$ cat src/rtl/axil_pkg.sv
// rtl/axil_pkg.sv - shared AXI4-Lite response codes, FSM encoding and width defaults
package axil_pkg;

    localparam int AXIL_ADDR_WIDTH = 7;
    localparam int AXIL_DATA_WIDTH = 32;

    localparam logic [1:0] RESP_OKAY   = 2'b00;
    localparam logic [1:0] RESP_EXOKAY = 2'b01;
    localparam logic [1:0] RESP_SLVERR = 2'b10;
    localparam logic [1:0] RESP_DECERR = 2'b11;

    typedef enum logic [2:0] {
        ST_IDLE    = 3'd0,
        ST_WR_REQ  = 3'd1,
        ST_WR_RESP = 3'd2,
        ST_RD_REQ  = 3'd3,
        ST_RD_RESP = 3'd4,
        ST_RSP     = 3'd5
    } state_t;

    function automatic logic resp_is_err(input logic [1:0] resp);
        return (resp == RESP_SLVERR) || (resp == RESP_DECERR);
    endfunction

endpackage

$ cat src/rtl/axil_master_bridge.sv
// rtl/axil_master_bridge.sv - single-outstanding AXI4-Lite master driven by a cmd/rsp interface
module axil_master_bridge
    import axil_pkg::*;
#(
    parameter int         C_M_AXI_ADDR_WIDTH = AXIL_ADDR_WIDTH,
    parameter int         C_M_AXI_DATA_WIDTH = AXIL_DATA_WIDTH,
    parameter logic [2:0] C_M_AXI_PROT       = 3'b000
) (
    input  logic                            M_AXI_ACLK,
    input  logic                            M_AXI_ARESET,

    input  logic                            cmd_valid,
    output logic                            cmd_ready,
    input  logic                            cmd_write,
    input  logic [C_M_AXI_ADDR_WIDTH-1:0]   cmd_addr,
    input  logic [C_M_AXI_DATA_WIDTH-1:0]   cmd_wdata,
    input  logic [C_M_AXI_DATA_WIDTH/8-1:0] cmd_wstrb,

    output logic                            rsp_valid,
    input  logic                            rsp_ready,
    output logic                            rsp_write,
    output logic [C_M_AXI_DATA_WIDTH-1:0]   rsp_rdata,
    output logic [1:0]                      rsp_resp,
    output logic [7:0]                      err_count,

    output logic [C_M_AXI_ADDR_WIDTH-1:0]   M_AXI_AWADDR,
    output logic [2:0]                      M_AXI_AWPROT,
    output logic                            M_AXI_AWVALID,
    input  logic                            M_AXI_AWREADY,

    output logic [C_M_AXI_DATA_WIDTH-1:0]   M_AXI_WDATA,
    output logic [C_M_AXI_DATA_WIDTH/8-1:0] M_AXI_WSTRB,
    output logic                            M_AXI_WVALID,
    input  logic                            M_AXI_WREADY,

    input  logic [1:0]                      M_AXI_BRESP,
    input  logic                            M_AXI_BVALID,
    output logic                            M_AXI_BREADY,

    output logic [C_M_AXI_ADDR_WIDTH-1:0]   M_AXI_ARADDR,
    output logic [2:0]                      M_AXI_ARPROT,
    output logic                            M_AXI_ARVALID,
    input  logic                            M_AXI_ARREADY,

    input  logic [C_M_AXI_DATA_WIDTH-1:0]   M_AXI_RDATA,
    input  logic [1:0]                      M_AXI_RRESP,
    input  logic                            M_AXI_RVALID,
    output logic                            M_AXI_RREADY
);

    localparam int STRB_W = C_M_AXI_DATA_WIDTH / 8;

    state_t                          r_state;
    state_t                          w_next;

    logic                            r_awvalid;
    logic                            r_wvalid;
    logic                            r_bready;
    logic                            r_arvalid;
    logic                            r_rready;
    logic [C_M_AXI_ADDR_WIDTH-1:0]   r_addr;
    logic [C_M_AXI_DATA_WIDTH-1:0]   r_wdata;
    logic [STRB_W-1:0]               r_wstrb;

    logic                            r_rsp_write;
    logic [C_M_AXI_DATA_WIDTH-1:0]   r_rsp_rdata;
    logic [1:0]                      r_rsp_resp;
    logic [7:0]                      r_err_count;

    logic                            w_cmd_ready;
    logic                            w_rsp_valid;
    logic                            w_accept;
    logic                            w_aw_ok;
    logic                            w_w_ok;
    logic                            w_b_cap;
    logic                            w_r_cap;
    logic                            w_cap_err;

    assign w_accept  = cmd_valid && w_cmd_ready;
    // A channel counts as done once its VALID has dropped or is handshaking now.
    assign w_aw_ok   = !r_awvalid || M_AXI_AWREADY;
    assign w_w_ok    = !r_wvalid  || M_AXI_WREADY;
    assign w_b_cap   = (r_state == ST_WR_RESP) && M_AXI_BVALID;
    assign w_r_cap   = (r_state == ST_RD_RESP) && M_AXI_RVALID;
    assign w_cap_err = resp_is_err(w_b_cap ? M_AXI_BRESP : M_AXI_RRESP);

    always_ff @(posedge M_AXI_ACLK) begin
        if (M_AXI_ARESET) begin
            r_state <= ST_IDLE;
        end else begin
            r_state <= w_next;
        end
    end

    always_comb begin
        w_next = r_state;
        case (r_state)
            ST_IDLE:    if (w_accept)               w_next = cmd_write ? ST_WR_REQ : ST_RD_REQ;
            ST_WR_REQ:  if (w_aw_ok && w_w_ok)      w_next = ST_WR_RESP;
            ST_WR_RESP: if (M_AXI_BVALID)           w_next = ST_RSP;
            ST_RD_REQ:  if (M_AXI_ARREADY)          w_next = ST_RD_RESP;
            ST_RD_RESP: if (M_AXI_RVALID)           w_next = ST_RSP;
            ST_RSP:     if (rsp_ready)              w_next = ST_IDLE;
            default:                                w_next = ST_IDLE;
        endcase
    end

    always_comb begin
        w_cmd_ready = 1'b0;
        w_rsp_valid = 1'b0;
        case (r_state)
            ST_IDLE: w_cmd_ready = 1'b1;
            ST_RSP:  w_rsp_valid = 1'b1;
            default: ;
        endcase
    end

    always_ff @(posedge M_AXI_ACLK) begin
        if (M_AXI_ARESET) begin
            r_awvalid   <= 1'b0;
            r_wvalid    <= 1'b0;
            r_bready    <= 1'b0;
            r_arvalid   <= 1'b0;
            r_rready    <= 1'b0;
            r_addr      <= '0;
            r_wdata     <= '0;
            r_wstrb     <= '0;
            r_rsp_write <= 1'b0;
            r_rsp_rdata <= '0;
            r_rsp_resp  <= RESP_OKAY;
            r_err_count <= 8'd0;
        end else begin
            r_awvalid <= (w_accept && cmd_write)  || (r_awvalid && !M_AXI_AWREADY);
            r_wvalid  <= (w_accept && cmd_write)  || (r_wvalid  && !M_AXI_WREADY);
            r_arvalid <= (w_accept && !cmd_write) || (r_arvalid && !M_AXI_ARREADY);
            // READY flops mirror the upcoming wait state so they rise with it.
            r_bready  <= (w_next == ST_WR_RESP);
            r_rready  <= (w_next == ST_RD_RESP);

            if (w_accept) begin
                r_addr  <= cmd_addr;
                r_wdata <= cmd_wdata;
                r_wstrb <= cmd_wstrb;
            end

            if (w_b_cap) begin
                r_rsp_write <= 1'b1;
                r_rsp_rdata <= '0;
                r_rsp_resp  <= M_AXI_BRESP;
            end else if (w_r_cap) begin
                r_rsp_write <= 1'b0;
                r_rsp_rdata <= M_AXI_RDATA;
                r_rsp_resp  <= M_AXI_RRESP;
            end

            if ((w_b_cap || w_r_cap) && w_cap_err && (r_err_count != 8'hFF)) begin
                r_err_count <= r_err_count + 8'd1;
            end
        end
    end

    assign cmd_ready     = w_cmd_ready;
    assign rsp_valid     = w_rsp_valid;
    assign rsp_write     = r_rsp_write;
    assign rsp_rdata     = r_rsp_rdata;
    assign rsp_resp      = r_rsp_resp;
    assign err_count     = r_err_count;

    assign M_AXI_AWADDR  = r_addr;
    assign M_AXI_AWPROT  = C_M_AXI_PROT;
    assign M_AXI_AWVALID = r_awvalid;
    assign M_AXI_WDATA   = r_wdata;
    assign M_AXI_WSTRB   = r_wstrb;
    assign M_AXI_WVALID  = r_wvalid;
    assign M_AXI_BREADY  = r_bready;
    assign M_AXI_ARADDR  = r_addr;
    assign M_AXI_ARPROT  = C_M_AXI_PROT;
    assign M_AXI_ARVALID = r_arvalid;
    assign M_AXI_RREADY  = r_rready;

endmodule

$ cat config.mk
export PLATFORM = sky130hd
export DESIGN_NAME = axil_master_bridge
export DESIGN_NICKNAME = d
export VERILOG_FILES = /design/src/rtl/axil_pkg.sv /design/src/rtl/axil_master_bridge.sv
export SDC_FILE = /design/constraint.sdc
export NUM_CORES = 1
export LEC_CHECK = 0
export BUFFER_PORTS_ARGS = -buffer_cell sky130_fd_sc_hd__buf_2
export CAP_MARGIN = 20
export CORE_MARGIN = 2
export CORE_UTILIZATION = 40
export CTS_BUF_LIST = sky130_fd_sc_hd__clkbuf_4 sky130_fd_sc_hd__clkbuf_8
export DETAILED_ROUTE_END_ITERATION = 12
export GPL_ROUTABILITY_DRIVEN = 1
export PLACE_DENSITY = 0.74
export SLEW_MARGIN = 20
export SYNTH_ARGS = -nofsm -noshare
export SYNTH_HDL_FRONTEND = slang
export SYNTH_SLANG_ARGS = --single-unit
$ cat constraint.sdc
create_clock -name M_AXI_ACLK -period 1.7 [get_ports M_AXI_ACLK]
set_input_delay 0.34 -clock M_AXI_ACLK [delete_from_list [all_inputs] [get_ports M_AXI_ACLK]]
set_output_delay 0.34 -clock M_AXI_ACLK [all_outputs]
set_load 0.03 [all_outputs]
---- Word level (Yosys, flattened, before mapping) ----
Cells that the tools add are included.
word-level totals
  register bits ........................... 94
  output and inout port bits .............. 106
cells by class
  add/sub/neg operators ................... 1
  equality and inequality tests ........... 10
  muxes and demuxes ....................... 15
  reduce and logical (&&, ||, !) cells .... 27
operators by type and width
  kind                                           number
  2-to-1 mux 3 bit                               6
  one-hot mux 3 bit (6 select lines)             1
  logical AND 1 bit                              11
  == test 3 x 2 -> 1 bit, second input constant  3
  == test 3 bit, second input constant           3
  adder 8 x 1 -> 8 bit, second input constant    1
  2-to-1 mux 2 bit                               4
  inequality test 8 bit, second input constant   1
  logical OR 1 bit                               7
  zero test 1 bit                                6
  == test 2 bit, second input constant           2
  2-to-1 mux 1 bit                               4
  == test 3 x 1 -> 1 bit, second input constant  1
  zero test 3 bit                                1
  nonzero test 2 bit                             1
  OR reduction 2 bit                             1

---- Depth between registers and ports, before layout ----
  depth in word-level cells ............... 7
  depth in mapped cells ................... 7
  gate-level depth less buffers ........... 5

---- Worst setup path after synthesis ----
No wires, ideal clock.
  kind .................................... register to register
  start ................................... register r_state[0]
  end ..................................... register r_bready (netlist: M_AXI_BREADY)
  library setup time ...................... 0.092 ns
  data arrival time ....................... 1.971 ns
  required time ........................... 1.608 ns
  setup slack ............................. -0.363 ns
  cell stages (with the launch flop) ...... 6
  buffers on the path ..................... 1
  cell sequence ........................... dfxtp_1 -> buf_6 -> nor3_1 -> nand2_2 -> o221a_2 -> nor4_1
on the way
  word-level cells in the longest chain between the ends .. 6
  elaborated cells on any way between the ends .. 16
  classes of those cells .................. eq/ne: 6; mux: 8; reduce/logical: 2
ends and longest elaborated chain
  what                                line                       RTL
  start: declaration                  axil_master_bridge.sv:53   state_t r_state;
  start signal: assignment            axil_master_bridge.sv:91   r_state <= w_next;
  zero test 3 bit                     axil_master_bridge.sv:111  case (r_state)
  2-to-1 mux 1 bit                    axil_master_bridge.sv:111
  net cmd_ready                       axil_master_bridge.sv:13   output logic cmd_ready,
  logical AND 1 bit                   axil_master_bridge.sv:79   assign w_accept = cmd_valid && w_cmd_ready;
  2-to-1 mux 3 bit                    axil_master_bridge.sv:98   ST_IDLE: if (w_accept) w_next = cmd_write ? ST_WR_REQ : ST_RD_REQ;
  one-hot mux 3 bit (6 select lines)  axil_master_bridge.sv:97   case (r_state)
  == test 3 x 2 -> 1 bit              axil_master_bridge.sv:137  r_bready <= (w_next == ST_WR_RESP);
  end signal: assignment              axil_master_bridge.sv:137
  end: declaration                    axil_master_bridge.sv:58   logic r_bready;
The timed path passes the listed nets, and every way through them passes these cells.
A chain may end at the register's enable or synchronous reset.

---- Final worst setup path ----
  start ................................... register r_state[2]
  end ..................................... output cmd_ready
on the way
  word-level cells in the longest chain between the ends .. 2
ends and longest elaborated chain
  what              line
  zero test 3 bit   axil_master_bridge.sv:111
  2-to-1 mux 1 bit  axil_master_bridge.sv:111
  end: declaration  axil_master_bridge.sv:13
No other way between the ends.

==> flow_summary.json <==
{
  "finalCritPeriodShare": 0.961,
  "grtUsageTotal": 0.187,
  "irDropWorstVdd_v": 0.000523,
  "preCtsSetupSlack_ps": 48.8,
  "grt_overflow_total": 0,
  "syn_area_per_cell_sq_um": 8.05,
  "synth_cells": 442,
  "vias": 3545,
  "cp-start-kind": "flop",
  "timing.fmax_ghz": 0.612,
  "clockRootBuffer": "clkbuf_8",
  "cts_sinks": 94,
  "drt-total-wl_um": 9420,
  "drc": 0,
  "fp.coreArea_sq_um": 8680,
  "final.setup_skew_ps": 9.58,
  "p_leak_uw": 0.00226,
  "syn_to_final_growth_pct": 34.7,
  "crit_type": "reg2out",
  "synth_area_sq_um": 3560,
  "num-nets-final": 708,
  "htree_num_levels": 3,
  "synth-main-ff-cell": "dfxtp_1",
  "die_height_um": 98.3,
  "initial_core_util": 0.410,
  "finalSetupTns_ps": 0,
  "async_flop_share": 0,
  "crit_fanout": 6,
  "gp_congestion": 0.898,
  "seq_area_frac_synth": 0.529,
  "synth_edf_count": 0,
  "yosys_warnings": 0,
  "synth.top_cell.area_share": 0.529,
  "synth.distinct_cells": 40,
  "crit_arrival_ps": 1290,
  "end_kind": "output pin",
  "worstSkewPairLatency_ps": 340,
  "tritoncts": "done",
  "first_global_vias": 3238,
  "cp.required_ps": 1360,
  "fp.dieW_um": 98.3,
  "final_util": 0.552,
  "dieArea_sq_um": 9660,
  "wl_per_cell_um": 12.9,
  "setup_ws_ps": 66.5,
  "grt_first_pass_wirelength_um": 14800,
  "clockBufferDepth": 2,
  "finalMaxSlewViolations": 0,
  "n_antenna_cell": 0,
  "finalHoldWorstSlack_ps": 223,
  "io_pins": 195,
  "cts_made_buffers": 9,
  "clk_pin_slew_ps": 90,
  "outcome": "complete, no violations",
  "antenna_found_initial": 0,
  "finalSetupViolCount": 0,
  "ant_nets": 0,
  "grt_max_degree": 46,
  "ys_ff_latch": 94,
  "hold_violations": 0,
  "p_per_area_nw_per_um2": 1100,
  "synth.area.top_cells": "dfxtp_1 53%, nand2_1 17%, a21oi_1 12%",
  "postCtsHoldBufs": 0,
  "layout-drive-gt1-share": 0.360,
  "first_pass_iters": 5,
  "vias_per_cell": 4.85,
  "finalWorstPathRequiredPeriod_ps": 1630,
  "drtIter0Drc": 76,
  "hold_path_class": "in2reg",
  "rows": 34,
  "yosys.area.top_type": "dfxtp_1",
  "post-dp-hpwl_um": 6920,
  "cap_violations": 0,
  "io_buffers": 188
}
-- per-stage QoR --
stage | cell area (sq um) | total power [uW] | cells
final | 4790 | 5290 | 731
after global routing | 4790 | 5560 | 731
after CTS | 4780 | 5330 | 731
after detailed placement | 4560 | 3760 | 715
after global placement | 4560 | 3730 | 715
after floorplan | 3590 | 3370 | 447
-- state kept, by name, summed over array words and instances (netlist names) --
name	flops
rsp_resp	2
M_AXI_ARADDR	7
rsp_write	1
rsp_rdata	32
M_AXI_WVALID	1
M_AXI_BREADY	1
err_count	8
M_AXI_AWVALID	1
r_state	3
M_AXI_WDATA	32
M_AXI_WSTRB	4
M_AXI_RREADY	1
M_AXI_ARVALID	1
-- power by group --
part           switching [uW]  internal (uW)  total, uW
registers                83.8           2360       2450
clock network             735            838       1570
logic                     854            412       1270
-- critical path: stages (launching register included) --
cell and delay, ps:
dfxtp_1 320, buf_4 170, nor3_4 230, clkbuf_4 230
-- cells by family after synthesis --
group	share of synthesized area
buffers and inverters	0.0676
and+or+nand+nor	0.229
other	0.00105
DFF	0.529
adders and majority gates	0.00352
AOI/OAI and AO/OA	0.167
muxes	0.00317
-- Yosys cell counts (3+ instances only) --
library cell  number
inv_1              6
nand2b_1           4
buf_2              6
nand3_1            4
a21oi_1           84
clkbuf_1          16
o21ai_0            3
o21a_1             3
nor3_1             3
buf_4             14
o22ai_1            3
nand2_1          157
dfxtp_1           94
buf_1              3
nor2_1             8
-- layer usage --
metal,track usage,up-vias,part of all wire
met2,0.300,144,0.45
met3,0.0702,10,0.098
met5,0,-,0
li1,-,1794,-
met1,0.230,1597,0.44
met4,0.0643,0,0.014
-- area by class of cell --
type | count | area (sq um)
inverters | 6 | 22.5
multi-input cells | 307 | 1470
well taps | 108 | 135
flip-flops and latches | 94 | 1880
repair buffers | 200 | 1060
clock buffers | 14 | 180
fillers | 838 | 3890
clock inverters | 2 | 38.8
-- worst paths after layout --
check | start | endpoint | slack [ps] | cells after the start
max | r_state[2] | cmd_ready | 70 | 3
min | M_AXI_RDATA[11] | rsp_rdata[11] | 220 | 3
max reg2reg | r_state[0] | err_count[6] | 90 | 4
min reg2reg | rsp_rdata[28] | rsp_rdata[28] | 460 | 2
-- cell usage in the layout, fill, tap and decap left out, types with 3 or more instances in the layout --
cell / n
o22ai_1: 3
inv_1: 6
nand2_1: 157
nor2_1: 8
buf_2: 186
o21a_1: 3
nand3_1: 4
nand2b_1: 3
o21ai_0: 3
buf_4: 11
a21oi_1: 84
conb_1: 6
clkbuf_8: 12
dfxtp_1: 94
clkbuf_4: 3
-- repair_timing --
action	CTS	global route
setup endpoints to repair	0	1
buffers inserted	0	0
gates resized for setup	0	4
No activity file was read; power rests on OpenSTA's default activity.
